`src/rtl/image_window_blank.sv`:
```
// +----------------------------------------------------------------------------+
// | image_window_blank : raster windowing stage, BLANK/CROP, registered output |
// | Rev 1.0 - initial release                                                  |
// +----------------------------------------------------------------------------+
`default_nettype none

module image_window_blank #(
  parameter int              PIXEL_W     = 8,
  parameter int              CHANNELS    = 1,
  parameter int              H_TOTAL     = 900,
  parameter int              V_TOTAL     = 700,
  parameter int              H_ACTIVE    = 800,
  parameter int              V_ACTIVE    = 600,
  parameter int              CNT_W       = 13,
  parameter logic [PIXEL_W-1:0] BLANK_VALUE = '0
) (
  input  logic                         clk,
  input  logic                         rst_n,
  input  logic [CHANNELS*PIXEL_W-1:0]  in_data,
  input  logic                         in_valid,
  input  logic                         in_sof,
  output logic                         in_ready,
  input  logic [CNT_W-1:0]             cfg_x0,
  input  logic [CNT_W-1:0]             cfg_y0,
  input  logic                         cfg_mode,
  output logic [CHANNELS*PIXEL_W-1:0]  out_data,
  output logic                         out_valid,
  input  logic                         out_ready,
  output logic                         out_active,
  output logic                         out_sof,
  output logic                         out_eol
);

  localparam logic [CNT_W-1:0] C_H_LAST  = CNT_W'(H_TOTAL - 1);
  localparam logic [CNT_W-1:0] C_V_LAST  = CNT_W'(V_TOTAL - 1);
  localparam logic [CNT_W-1:0] C_H_ACT   = CNT_W'(H_ACTIVE);
  localparam logic [CNT_W-1:0] C_V_ACT   = CNT_W'(V_ACTIVE);
  localparam logic [CNT_W-1:0] C_H_ACT_L = CNT_W'(H_ACTIVE - 1);
  localparam logic [CHANNELS*PIXEL_W-1:0] C_BLANK = {CHANNELS{BLANK_VALUE}};

  logic [CNT_W-1:0] r_col, r_row;
  logic [CNT_W-1:0] r_sh_x0, r_sh_y0;
  logic             r_sh_mode;

  logic             w_accept, w_at_origin, w_produce, w_active;
  logic             w_mode;
  logic [CNT_W-1:0] w_pcol, w_prow, w_x0, w_y0, w_dx, w_dy;
  logic [CNT_W-1:0] w_next_col, w_next_row;

  assign in_ready = !out_valid || out_ready;
  assign w_accept = in_valid && in_ready;

  always_comb begin
    w_at_origin = in_sof || (r_col == '0 && r_row == '0);
    w_pcol      = in_sof ? '0 : r_col;
    w_prow      = in_sof ? '0 : r_row;
    // The frame's first beat sees live config; the rest of the frame sees the shadow.
    w_x0        = w_at_origin ? cfg_x0   : r_sh_x0;
    w_y0        = w_at_origin ? cfg_y0   : r_sh_y0;
    w_mode      = w_at_origin ? cfg_mode : r_sh_mode;
    w_dx        = w_pcol - w_x0;
    w_dy        = w_prow - w_y0;
    w_active    = (w_pcol >= w_x0) && (w_dx < C_H_ACT) &&
                  (w_prow >= w_y0) && (w_dy < C_V_ACT);
    w_produce   = w_accept && (!w_mode || w_active);
    if (w_pcol == C_H_LAST) begin
      w_next_col = '0;
      w_next_row = (w_prow == C_V_LAST) ? '0 : w_prow + 1'b1;
    end else begin
      w_next_col = w_pcol + 1'b1;
      w_next_row = w_prow;
    end
  end

  always_ff @(posedge clk or negedge rst_n) begin
    if (!rst_n) begin
      r_col      <= '0;
      r_row      <= '0;
      r_sh_x0    <= '0;
      r_sh_y0    <= '0;
      r_sh_mode  <= 1'b0;
      out_valid  <= 1'b0;
      out_data   <= '0;
      out_active <= 1'b0;
      out_sof    <= 1'b0;
      out_eol    <= 1'b0;
    end else begin
      if (w_accept) begin
        r_col <= w_next_col;
        r_row <= w_next_row;
        if (w_at_origin) begin
          r_sh_x0   <= cfg_x0;
          r_sh_y0   <= cfg_y0;
          r_sh_mode <= cfg_mode;
        end
      end
      if (w_produce) begin
        out_valid  <= 1'b1;
        out_data   <= w_active ? in_data : C_BLANK;
        out_active <= w_active;
        out_sof    <= w_active && (w_pcol == w_x0) && (w_prow == w_y0);
        out_eol    <= w_active && (w_dx == C_H_ACT_L);
      end else if (out_ready) begin
        out_valid  <= 1'b0;
      end
    end
  end

endmodule

`default_nettype wire

```
`config.mk`:
```
export PLATFORM = sky130hd
export DESIGN_NAME = image_window_blank
export DESIGN_NICKNAME = d
export VERILOG_FILES = /design/src/rtl/image_window_blank.sv
export SDC_FILE = /design/constraint.sdc
export NUM_CORES = 1
export LEC_CHECK = 0
export ABC_AREA = 1
export CAP_MARGIN = 10
export CORE_MARGIN = 5
export CORE_UTILIZATION = 58
export DETAILED_ROUTE_END_ITERATION = 10
export GPL_TIMING_DRIVEN = 1
export PLACE_DENSITY = 0.88
export SETUP_SLACK_MARGIN = 0.02
export SLEW_MARGIN = 5
export SYNTH_ARGS = -nofsm -noshare
export SYNTH_HDL_FRONTEND = slang
export SYNTH_SLANG_ARGS = --single-unit
```
`constraint.sdc`:
```
create_clock -name clk -period 3.98 [get_ports clk]
set_input_delay 0.796 -clock clk [delete_from_list [all_inputs] [get_ports clk]]
set_output_delay 0.796 -clock clk [all_outputs]
set_load 0.005 [all_outputs]
```
# After elaboration in Yosys (flattened, before gate mapping)
# Cells that the tools add are included.
word_totals:
  register_bits: 65
  in_bits: 40
  out_inout_bits: 13
  elab_cells: 51
classes:
  addsub: 4
  magnitude_cmp: 4
  n_eq_ne: 5
  n_mux: 11
  reduce_logical: 17
op_table:
  columns: ["operator", "count"]
  rows:
  - ["13-bit two-way mux", 7]
  - ["13-bit by 10-bit equality test with 1-bit output (second input constant)", 3]
  - ["13-bit by 1-bit adder with 13-bit output (second input constant)", 2]
  - ["13-bit equality test", 2]
  - ["13-bit >= comparator", 2]
  - ["13-bit logical NOT", 2]
  - ["13-bit by 10-bit less-than comparator with 1-bit output (second input constant)", 2]
  - ["13-bit subtractor", 2]
  - ["1-bit logical AND", 9]
  - ["8-bit two-way mux", 1]
  - ["1-bit logical OR", 3]
  - ["1-bit two-way mux", 3]
  - ["1-bit logical NOT", 2]
  - ["2-bit nonzero test", 1]

# Logic depth before layout (Yosys ltp)
# Gate-level depths: netlist (run 1).
depth:
  depth_word: 12
  mapped_depth: 25
  ltp_nobuf: 24

# Least setup slack after synthesis (run 1)
# OpenSTA, ideal clock, no wires.
synth_path:
  kind: "input -> register"
  start: "input port in_sof"
  end: "register out_data[7]"
  setup_time_ns: 0.118
  arrival_time_ns: 3.259
  required_ns: 3.862
  path_slack_ns: 0.603
  stages: 19
  path_buffers: 2
  path_cell_list: "clkinv_1 -> nand2_1 -> buf_2 -> o21ai_0 -> ha_1 -> fa_1 -> inv_1 -> nand3_1 -> nand3_1 -> nand3_1 -> nand2_1 -> nand2_1 -> nand2_1 -> nand3b_1 -> a21boi_2 -> nand3_2 -> buf_6 -> nand3_1 -> nand2_1"
synth_between:
  elab_chain_cells: 9
  word_cells_on_any_way: 19
  classes_between: "2 x add/sub; 4 x order compare; 6 x mux; 7 x reduce/logical"
synth_rtl:
  columns: ["element", "line", "rtl"]
  rows:
  - ["start: declaration", "21", "input logic in_sof,"]
  - ["1-bit logical OR (*)", "54", "w_at_origin = in_sof || (r_col == '0 && r_row == '0);"]
  - ["13-bit two-way mux (*)", null, null]
  - ["via w_x0[0]", "47", "logic [CNT_W-1:0] w_pcol, w_prow, w_x0, w_y0, w_dx, w_dy;"]
  - ["13-bit subtractor", "61", "w_dx = w_pcol - w_x0;"]
  - ["13-bit by 10-bit less-than comparator with 1-bit output", "63", "w_active = (w_pcol >= w_x0) && (w_dx < C_H_ACT) &&"]
  - ["1-bit logical AND (*) (2 in series)", "63", null]
  - ["1-bit logical AND (*)", "64", "(w_prow >= w_y0) && (w_dy < C_V_ACT);"]
  - ["1-bit logical OR", "65", "w_produce = w_accept && (!w_mode || w_active);"]
  - ["1-bit logical AND", "65", null]
  - ["end signal: assignment", "99", "out_data <= w_active ? in_data : C_BLANK;"]
  - ["end: declaration", "26", "output logic [CHANNELS*PIXEL_W-1:0] out_data,"]
# Mark *: on every way through the listed nets, which the timed path passes. The rest lies on a longest branch.
# A chain may end at the register's enable or synchronous reset.

# Worst setup path after layout (run 1)
layout_path:
  start: "register r_col[6]"
  end: "register out_data[3]"
layout_between:
  elab_chain_cells: 11
  word_cells_on_any_way: 20
  classes_between: "2 x add/sub; 4 x order compare; 5 x mux; 9 x reduce/logical"
layout_rtl:
  columns: ["element", "line", "rtl"]
  rows:
  - ["start: declaration", "41", "logic [CNT_W-1:0] r_col, r_row;"]
  - ["start signal: assignment", "89", "r_col <= w_next_col;"]
  - ["13-bit logical NOT", "54", null]
  - ["1-bit logical AND", "54", null]
  - ["1-bit logical OR", "54", null]
  - ["13-bit two-way mux", null, null]
  - ["13-bit subtractor", "61", null]
  - ["13-bit by 10-bit less-than comparator with 1-bit output", "63", null]
  - ["1-bit logical AND (2 in series)", "63", null]
  - ["1-bit logical AND", "64", null]
  - ["1-bit logical OR", "65", null]
  - ["1-bit logical AND", "65", null]
# Parallel ways exist; a longest one is shown, timed or not.

==> results of run 1 <==
==> cells in the mapped netlist (all sizes together) (2+ instances only) <==
library cell	number
a21boi	2
a21oi	20
buf	11
clkbuf	8
clkinv	2
dfrtp	65
ha	28
inv	143
nand2	243
nand3	66
nand3b	5
nand4	34
nor2	72
nor3	13
nor4	8
o21a	2
o21ai	80
o21bai	2
o22ai	8
or2	2
xnor2	4
xor2	8
==> path summary, 6_finish.rpt <==
check	startpoint	slack, ns	depth (start not counted)	endpoint
max in group asynchronous	rst_n	2.79	2	r_col[8]
min in group asynchronous	rst_n	0.62	2	r_sh_x0[6]
min reg2reg	r_sh_x0[5]	0.48	2	r_sh_x0[5]
max reg2reg	r_col[6]	0.25	19	out_data[3]
max	r_col[6]	0.25	19	out_data[3]
min	r_sh_x0[5]	0.48	2	r_sh_x0[5]
==> final cells by class <==
class / count / area [sq um] / share of cell area, %
timing repair buffer: 83 / 778 / 12.2
sequential: 65 / 1630 / 25.6
clock inverter: 6 / 70.1 / 1.10
multi-input combinational: 604 / 3080 / 48.4
clock buffer: 9 / 124 / 1.95
inverter: 145 / 544 / 8.55
tap: 111 / 139 / 2.18
==> flip-flops by register name, summed over array words and instances, names as in the netlist <==
signal	count
r_col	13
r_sh_x0	13
out_active	1
out_data	8
r_sh_y0	13
out_sof	1
out_valid	1
r_sh_mode	1
out_eol	1
r_row	13
==> routing by layer <==
| layer | vias to the layer above | global-route usage [%] | routed length (um) |
|---|---|---|---|
| li1 | 2842 | - | - |
| met5 | - | 0 | 0 |
| met3 | 45 | 5.21 | 1100 |
| met2 | 231 | 41.4 | 6730 |
| met4 | 0 | 9.53 | 515 |
| met1 | 2518 | 34.7 | 6260 |
==> power by group <==
part	internal, uW	switching, uW	total (uW)	leakage (uW)
combinational	382	617	999	0.00237
sequential	762	53.9	816	0.000851
clock	287	278	565	0.0000875
total	1430	949	2380	0.00331
==> cell families (layout without fill, tap and decap cells) <==
kind of cell             Yosys count  count (layout)  synth area share [%]
buffers and inverters            164             243                  12.0
AND/OR/NAND/NOR                  445             445                  36.5
AO/OA/AOI/OAI                    118             118                  12.1
flip-flops                        65              65                  30.5
adder cells (fa/ha/maj)           29              29                  6.95
XOR/XNOR                          12              12                  1.97
==> metrics by stage <==
| stage | power [uW] | instance area [sq um] | setup WS, ns | util (%) |
|---|---|---|---|---|
| after floorplan | 1460 | 5330 | 0.603 | - |
| after global placement | 1760 | 6110 | 0.0559 | 67.1 |
| after detailed placement | 1770 | 6110 | 0.0362 | 67.1 |
| after CTS | 2340 | 6300 | 0.210 | 69.2 |
| after global routing | 2550 | 6360 | 0.00767 | 69.9 |
| final | 2380 | 6360 | 0.248 | 69.9 |
==> worst min-delay path, stage by stage, from the launching register on <==
cell	delay, ns
dfrtp_1	0.35
nand2_1	0.05
o21ai_0	0.06
==> repair_timing <==
action | 4_1_cts | 5_1_grt
endpoints found under the setup margin | 0 | 12
buffers inserted | 0 | 2
gates resized for setup | 0 | 5
hold buffers | 0 | 0
==> results.py, run 1 <==
metrics = {
    "detailed_routing": {
        "num_vias": 5636,
        "wl_per_cell_um": 14.3,
        "via_per_inst": 5.51,
        "wl_um": 14600,
        "drc": 0,
        "drtPass1Iterations": 5,
        "ant_nets": 0,
        "drtIter0Drc": 551,
    },
    "logic_synthesis": {
        "synth_nets": 902,
        "syn-instance-count": 833,
        "synth_edf_count": 0,
        "syn-mean-instance-area_sq_um": 6.40,
        "yosysUniqueCellTypes": 40,
        "synth_top_cells_by_area": "dfrtp_1 31%, nand2_1 17%, inv_1 10%",
        "syn_area_sq_um": 5330,
        "ys_warn_count": 0,
        "async_flop_share_pct": 100,
        "yosys_most_used_dff": "dfrtp_1",
        "yosys.area.top_type_share_pct": 30.5,
        "yosysSeqAreaShare_pct": 30.5,
        "yosys.area.top_type": "dfrtp_1",
        "yosys_register_bits": 65,
    },
    "floorplan": {
        "start_util_pct": 58.5,
        "fp.dieW_um": 106,
        "placeableCoreArea_sq_um": 9110,
        "dieHeight_um": 106,
        "rows": 35,
        "dieArea_sq_um": 11200,
        "boundaryPins": 53,
    },
    "cells_and_area": {
        "final_cell_mix": "239 x nand2_1, 143 x inv_1, 74 x o21ai_0",
        "fin_nets": 977,
        "layout_commonest_cell": "nand2_1",
        "drive_above_1_share_pct": 7.02,
        "layout.cells.non_filler": 1023,
        "syn2layout_area_growth_pct": 19.4,
        "fill_cells": 791,
        "num_antenna_cells": 0,
    },
    "min_path": {
        "hp-class": "flip-flop to flip-flop",
    },
    "sta": {
        "worst_slew_pin_slew_ns": 0.848,
        "skew_ns": 0.0108,
        "drv_slew": 0,
        "rsz0062_at_grt": "no",
        "fin_hold_ws_ns": 0.484,
        "period_minus_slack_ns": 3.73,
        "hold_viol": 0,
        "fin_crit_sh_pct": 93.8,
        "setup_viol": 0,
        "fin_tns_setup_ns": 0,
        "clock.fmax_ghz": 0.268,
        "slew_headroom_pct": 43.5,
    },
    "critical_path": {
        "crit_family": "simple AND/OR/NAND/NOR gates",
        "slowest_stage": "ha_1",
        "crit_path_end_kind": "flip-flop",
        "critical_path_buf_inv_count": 2,
        "crit_fanout": 26,
        "crit_chain": "or2_1 -> nor4_1 -> nand4_1 -> nand2_2 -> buf_4 -> clkbuf_16 -> o21ai_0 -> ha_1 -> nand2_1 -> nor2_1 -> nand3_1 -> nand3_1 -> nand2_1 -> nand2_1 -> nor2_1 -> a21boi_2 -> nand3_4 -> nand3_1 -> nand2_1",
        "path_class": "flip-flop to flip-flop",
        "cp_slowest_stage_delay_ns": 0.45,
        "crit_arrival_ns": 3.97,
        "cpMostUsedCell": "nand2_1",
        "start_kind": "flip-flop",
        "cp.required_ns": 4.22,
    },
    "cts": {
        "cts.sinks": 65,
        "htreeDepth": 3,
        "cts_tree": "yes",
        "clk_latency_ns": 0.35,
        "cts_buffers": 9,
        "clockRootBuffer": "clkbuf_8",
        "clk_pin_slew_ns": 0.08,
        "clockBufferDepth": 2,
    },
    "global_route": {
        "antenna_found_initial": 0,
        "track_usage_pct": 25.9,
        "grt_pass1_wl_um": 23800,
        "grt_pass1_vias": 5240,
        "overflow": 0,
        "grt_max_degree": 66,
    },
    "power_and_ir_drop": {
        "pwr_density_cell_nw_per_um2": 374,
        "leakagePower_uw": 0.00331,
        "peakVddDrop_uv": 220,
    },
    "place": {
        "gp_congestion": 0.975,
        "dp_hpwl_um": 10800,
        "io_buffers": 52,
        "dp.cells": 1005,
    },
    "outcome": {
        "status": "finished, final reports clean",
    },
    "flow_run": {
        "max-cap-violations": 0,
    },
}
Note: power is estimated with default switching activity, not from simulation.
==> run 2: changes to the inputs <==
--- a/config.mk
+++ b/config.mk
@@ -8,10 +8,10 @@
 export ABC_AREA = 1
 export CAP_MARGIN = 10
 export CORE_MARGIN = 5
-export CORE_UTILIZATION = 58
+export CORE_UTILIZATION = 35
 export DETAILED_ROUTE_END_ITERATION = 10
 export GPL_TIMING_DRIVEN = 1
-export PLACE_DENSITY = 0.88
+export PLACE_DENSITY = 0.6
 export SETUP_SLACK_MARGIN = 0.02
 export SLEW_MARGIN = 5
 export SYNTH_ARGS = -nofsm -noshare
==> run 2 against run 1 <==
  * Wire length increased by 7.2%
  * Die area is 59% higher
  * Clock power up 44%
  * Cell count is 9.9% higher
==> results.py, run 2 (synthesis results as in run 1) <==
metrics = {
    "critical_path": {
        "crit_fanout": 29,
        "regToRegSetupSlack_ns": 0.37,
        "cp_slowest_stage_delay_ns": 0.38,
        "cpMostUsedCell": "nand2_1",
        "crit_chain": "or2_1 -> nor4_4 -> nand4_1 -> nand2_2 -> buf_12 -> buf_12 -> nand2_1 -> o21ai_0 -> ha_2 -> buf_4 -> buf_4 -> nand2_2 -> a21oi_1 -> o21ai_0 -> nand4_1 -> nand2_1 -> nand3_2 -> nor2_4 -> nand3_4 -> nand3_1 -> nand2_1",
        "crit_family": "simple AND/OR/NAND/NOR gates",
        "critical_path_buf_inv_count": 4,
        "start_kind": "flip-flop",
        "cp.required_ns": 4.20,
        "path_class": "flip-flop to flip-flop",
        "crit_arrival_ns": 3.83,
        "slowest_stage": "dfrtp_1",
        "crit_path_end_kind": "flip-flop",
    },
    "cts": {
        "cts.sinks": 65,
        "clk_pin_slew_ns": 0.06,
        "cts_tree": "yes",
        "htreeDepth": 3,
        "cts_buffers": 9,
        "clockRootBuffer": "clkbuf_16",
        "clk_latency_ns": 0.34,
        "clockBufferDepth": 2,
    },
    "sta": {
        "skew_ns": 0.00941,
        "slew_headroom_pct": 44.8,
        "period_minus_slack_ns": 3.61,
        "fin_hold_ws_ns": 0.480,
        "drv_slew": 0,
        "worst_slew_pin_slew_ns": 0.828,
        "clock.fmax_ghz": 0.277,
        "fin_tns_setup_ns": 0,
        "fin_crit_sh_pct": 90.8,
        "rsz0062_at_grt": "no",
        "hold_viol": 0,
        "setup_viol": 0,
    },
    "power_and_ir_drop": {
        "leakagePower_uw": 0.00348,
        "peakVddDrop_uv": 254,
        "pwr_density_cell_nw_per_um2": 396,
    },
    "global_route": {
        "antenna_found_initial": 0,
        "grt_pass1_wl_um": 25600,
        "overflow": 0,
        "track_usage_pct": 17.6,
        "grt_max_degree": 60,
        "grt_pass1_vias": 5353,
    },
    "cells_and_area": {
        "final-seq-area_sq_um": 1630,
        "final_cell_mix": "236 x nand2_1, 143 x inv_1, 72 x o21ai_0",
        "syn2layout_area_growth_pct": 27.8,
        "drive_above_1_share_pct": 10.3,
        "layout_commonest_cell": "nand2_1",
        "layout.cells.non_filler": 1124,
        "fill_cells": 1553,
        "fin_util_pct": 45.1,
        "num_antenna_cells": 0,
        "multi_input_area_sq_um": 3150,
        "fin_nets": 1000,
    },
    "floorplan": {
        "dieArea_sq_um": 17800,
        "dieHeight_um": 133,
        "fp.dieW_um": 133,
        "placeableCoreArea_sq_um": 15100,
        "start_util_pct": 35.3,
        "boundaryPins": 53,
        "rows": 45,
    },
    "place": {
        "io_buffers": 52,
        "gp_congestion": 0.934,
        "dp.cells": 1103,
        "dp_hpwl_um": 12400,
    },
    "detailed_routing": {
        "drtPass1Iterations": 6,
        "num_vias": 5617,
        "ant_nets": 0,
        "via_per_inst": 5.00,
        "wl_per_cell_um": 13.9,
        "drtIter0Drc": 493,
        "drc": 0,
        "wl_um": 15700,
    },
    "outcome": {
        "status": "finished, final reports clean",
    },
    "min_path": {
        "hp-class": "flip-flop to flip-flop",
    },
    "flow_run": {
        "max-cap-violations": 0,
    },
}
[run 2: path summary, 6_finish.rpt]
| path | start | end | cells after the start |
|---|---|---|---|
| setup / recovery | r_col[5] | out_data[7] | 21 |
| hold / removal | r_sh_x0[12] | r_sh_x0[12] | 2 |
| setup reg to reg | r_col[5] | out_data[7] | 21 |
| hold reg to reg | r_sh_x0[12] | r_sh_x0[12] | 2 |
| max in group asynchronous | rst_n | r_col[10] | 2 |
| min in group asynchronous | rst_n | r_sh_x0[6] | 1 |
[run 2: what timing repair did]
action                     CTS  global route
buffers inserted             0             4
gates resized for setup      0            18
setup endpoints to repair    0            12
hold buffers                 0             0
[run 2: area by class of cell]
cell class / count / area share [%]
Multi-Input combinational cell: 605 / 46.2
Sequential cell: 65 / 23.9
Timing Repair Buffer: 105 / 14.0
Inverter: 145 / 7.99
Clock buffer: 10 / 3.51
Tap cell: 188 / 3.45
Clock inverter: 6 / 0.974
[run 2: report_power, final]
part           internal [uW]  switching (uW)
Combinational            437             635
Clock                    504             310
Sequential               763            49.7
Total                   1700             995
[run 2: worst min-delay path: cells and delay by family, from the launching register on]
| kind | cells | cell delay (ns) |
|---|---|---|
| compound gates | 1 | 0.06 |
| flops | 1 | 0.34 |
| simple gates | 1 | 0.05 |
[run 2: per-stage QoR]
stage	total power (uW)	area, sq um	worst slack (ns)
CTS	2670	6700	0.140
global placement	1850	6390	-0.0882
finish	2700	6810	0.366
floorplan	1460	5330	0.603
global route	2890	6810	0.0155
detailed placement	1850	6390	-0.108
[run 2: per-layer routing]
metal | global-route usage [%] | vias to the layer above | routed length [um]
met1 | 22.8 | 2561 | 7170
met2 | 29.7 | 139 | 7480
met4 | 7.31 | 0 | 435
met5 | 0 | - | 0
met3 | 2.34 | 27 | 560
li1 | - | 2890 | -
==> run 3: changes to the inputs <==
--- a/config.mk
+++ b/config.mk
@@ -5,13 +5,12 @@
 export SDC_FILE = /design/constraint.sdc
 export NUM_CORES = 1
 export LEC_CHECK = 0
-export ABC_AREA = 1
 export CAP_MARGIN = 10
 export CORE_MARGIN = 5
 export CORE_UTILIZATION = 35
 export DETAILED_ROUTE_END_ITERATION = 10
 export GPL_TIMING_DRIVEN = 1
-export PLACE_DENSITY = 0.6
+export PLACE_DENSITY = 0.61
 export SETUP_SLACK_MARGIN = 0.02
 export SLEW_MARGIN = 5
 export SYNTH_ARGS = -nofsm -noshare
==> run 3 against run 2 <==
  * The run now ends with negative setup slack left
  * Maximum frequency down 13%
  * Sequential share of layout area down 0.54 points
  * Critical path depth down 6
  * Largest power group unchanged
  * Highest routed layer unchanged
==> results.py, run 3 <==
metrics = {
    "logic_synthesis": {
        "yosys_register_bits": 65,
        "syn_area_sq_um": 4600,
        "async_flop_share_pct": 100,
        "yosysMostFrequentCell": "nand2_1",
        "yosys.area.top_type_share_pct": 35.4,
        "yosysSeqAreaShare_pct": 35.4,
        "ys_warn_count": 0,
        "yosys.area.top_type": "dfrtp_1",
        "synth_edf_count": 0,
        "yosysUniqueCellTypes": 55,
        "yosys_most_used_dff": "dfrtp_1",
        "synth_top_cells_by_area": "dfrtp_1 35%, mux2i_1 8.3%, ha_1 7.6%",
        "syn-instance-count": 541,
        "syn-mean-instance-area_sq_um": 8.50,
        "synth_nets": 610,
        "yosys-top-cells-count": "81 x nand2_1, 68 x o21ai_0, 65 x dfrtp_1",
    },
    "global_route": {
        "grt_pass1_vias": 4577,
        "use_met2_pct": 28.7,
        "antenna_found_initial": 0,
        "met1_usage_pct": 23.2,
        "overflow": 0,
        "grt_pass1_wl_um": 22600,
        "met3_usage_pct": 3.17,
        "busiest_layer": "met2",
        "grt_max_degree": 42,
        "track_usage_pct": 17.7,
    },
    "cells_and_area": {
        "syn2layout_area_growth_pct": 51.6,
        "drive_above_1_share_pct": 28.2,
        "num_antenna_cells": 0,
        "fin_util_pct": 54.6,
        "fin_nets": 773,
        "layout_commonest_cell": "buf_4",
        "final_area_sq_um": 6970,
        "final_cell_mix": "112 x buf_4, 78 x nand2_1, 65 x dfrtp_1",
    },
    "place": {
        "dp_hpwl_um": 9990,
        "gp_congestion": 0.903,
        "place_ws_ns": -0.565,
        "io_buffers": 52,
        "place_area_sq_um": 6010,
    },
    "detailed_routing": {
        "num_vias": 4650,
        "drc": 0,
        "drtPass1Iterations": 5,
        "ant_nets": 0,
        "via_per_inst": 5.28,
        "wl_per_cell_um": 16.1,
        "drtIter0Drc": 417,
        "wl_um": 14200,
    },
    "cts": {
        "cts_tree": "yes",
        "htreeDepth": 3,
        "cts.sinks": 65,
        "clockBufferDepth": 2,
        "cts_hold_buf": 0,
        "clk_pin_slew_ns": 0.06,
        "clk_latency_ns": 0.34,
        "clockRootBuffer": "clkbuf_16",
        "cts_buffers": 9,
    },
    "sta": {
        "slew_headroom_pct": 47.8,
        "clock.fmax_ghz": 0.240,
        "skew_ns": 0.00590,
        "period_minus_slack_ns": 4.17,
        "drv_slew": 0,
        "hold_viol": 0,
        "worst_slew_pin_slew_ns": 0.783,
        "fin_hold_ws_ns": 0.472,
        "worst_slack_ns": -0.190,
        "rsz0062_at_grt": "yes",
        "fin_crit_sh_pct": 105,
        "setup_viol": 12,
    },
    "critical_path": {
        "r2r-end": "out_data[7]",
        "crit_fanout": 6,
        "timing.rr.start": "r_col[4]",
        "regToRegSetupSlack_ns": -0.18,
        "path_class": "input pin to flip-flop",
        "cp.required_ns": 4.23,
        "start_kind": "input pin",
        "crit_arrival_ns": 4.42,
        "crit_path_end_kind": "flip-flop",
        "ff2ff_path_depth": 18,
    },
    "floorplan": {
        "dieArea_sq_um": 15500,
        "fp.dieW_um": 125,
        "rows": 41,
        "placeableCoreArea_sq_um": 12800,
        "dieHeight_um": 125,
        "boundaryPins": 53,
        "start_util_pct": 36.0,
    },
    "min_path": {
        "hold_end": "r_sh_x0[0]",
        "min_from": "r_sh_x0[0]",
        "hold_path_depth": 2,
        "hp-class": "flip-flop to flip-flop",
    },
    "power_and_ir_drop": {
        "leakagePower_uw": 0.00311,
        "pwr_density_cell_nw_per_um2": 431,
        "peakVddDrop_uv": 198,
    },
    "outcome": {
        "status": "finished, violations left",
        "failed_checks": "negative setup slack",
    },
    "flow_run": {
        "max-cap-violations": 0,
    },
}
[run 3: cell types whose count changed after synthesis, moves of 7 or more]
cell / previous run / this run
and3_1: 1 / 8
clkbuf_1: 8 / 17
inv_1: 143 / 18
mux2i_1: 0 / 38
nand2_1: 240 / 81
nand3_1: 64 / 18
nand4_1: 34 / 7
nor2_1: 68 / 28
nor2b_1: 0 / 29
o21ai_0: 75 / 68
o22ai_1: 8 / 0
or3_1: 0 / 7
[run 3: logic make-up (layout without fill, tap and decap cells)]
logic type	count (synthesis)	in the layout	share of synthesized area, %
buffers and inverters	40	207	3.73
AOI/OAI and AO/OA	134	134	17.9
muxes	40	40	8.76
and+or+nand+nor	220	221	23.8
adders and majority gates	29	29	8.05
xor gates and xnor gates	13	13	2.48
DFF	65	65	35.4
[run 3: timing repair]
action	CTS	global route
gates cloned	2	0
resized for setup	47	38
setup endpoints to repair	12	12
buffers inserted	14	4
pin swaps	26	19
[run 3: metrics by stage]
| stage | power, uW | std cells | setup TNS, ns |
|---|---|---|---|
| after floorplan | 1370 | 541 | 0 |
| after global placement | 1730 | 845 | -4.99 |
| after detailed placement | 1770 | 845 | -5.87 |
| after CTS | 2880 | 877 | -1.36 |
| after global routing | 3170 | 881 | -3.21 |
| final | 3000 | 881 | -1.77 |
[run 3: final cells by class]
class	instances	area, sq um
Tap cell	172	215
Clock inverter	6	115
Clock buffer	10	239
Inverter	18	67.6
Sequential cell	65	1630
Fill cell	1086	5800
Multi-Input combinational cell	437	3200
Timing Repair Buffer	173	1500
[run 3: how the worst max path moves through the flow]
stage	startpoint	endpoint	slack, ns	cells past startpoint
after floorplan	in_sof	out_sof	0.05	15
after global placement	in_sof	out_valid	-0.43	14
after CTS	r_col[10]	out_data[7]	-0.15	19
final	in_sof	out_data[7]	-0.19	15
after global routing	r_col[4]	out_data[4]	-0.32	18
after detailed placement	in_sof	out_valid	-0.56	14
[run 3: critical path, stage by stage]
cell and delay (ns):
clkdlybuf4s50_1 0.46, a41o_1 0.28, buf_6 0.16, buf_12 0.15
buf_12 0.13, mux2i_4 0.19, ha_4 0.17, nor2_1 0.21
a21oi_2 0.10, o31a_1 0.31, o21a_1 0.18, or3_4 0.34
a211oi_4 0.35, and4_4 0.37, mux2i_1 0.21
[run 3: metal layers]
layer,share of wire [%],wire (um),vias up
li1,-,-,2278
met1,46,6510,2243
met2,48,6880,101
met3,3.0,430,28
met4,2.8,391,0
met5,0,0,-
[run 3: power breakdown]
| part | switching, uW | internal [uW] |
|---|---|---|
| clock | 308 | 631 |
| combinational | 589 | 647 |
| sequential | 70.7 | 759 |
| total | 968 | 2040 |
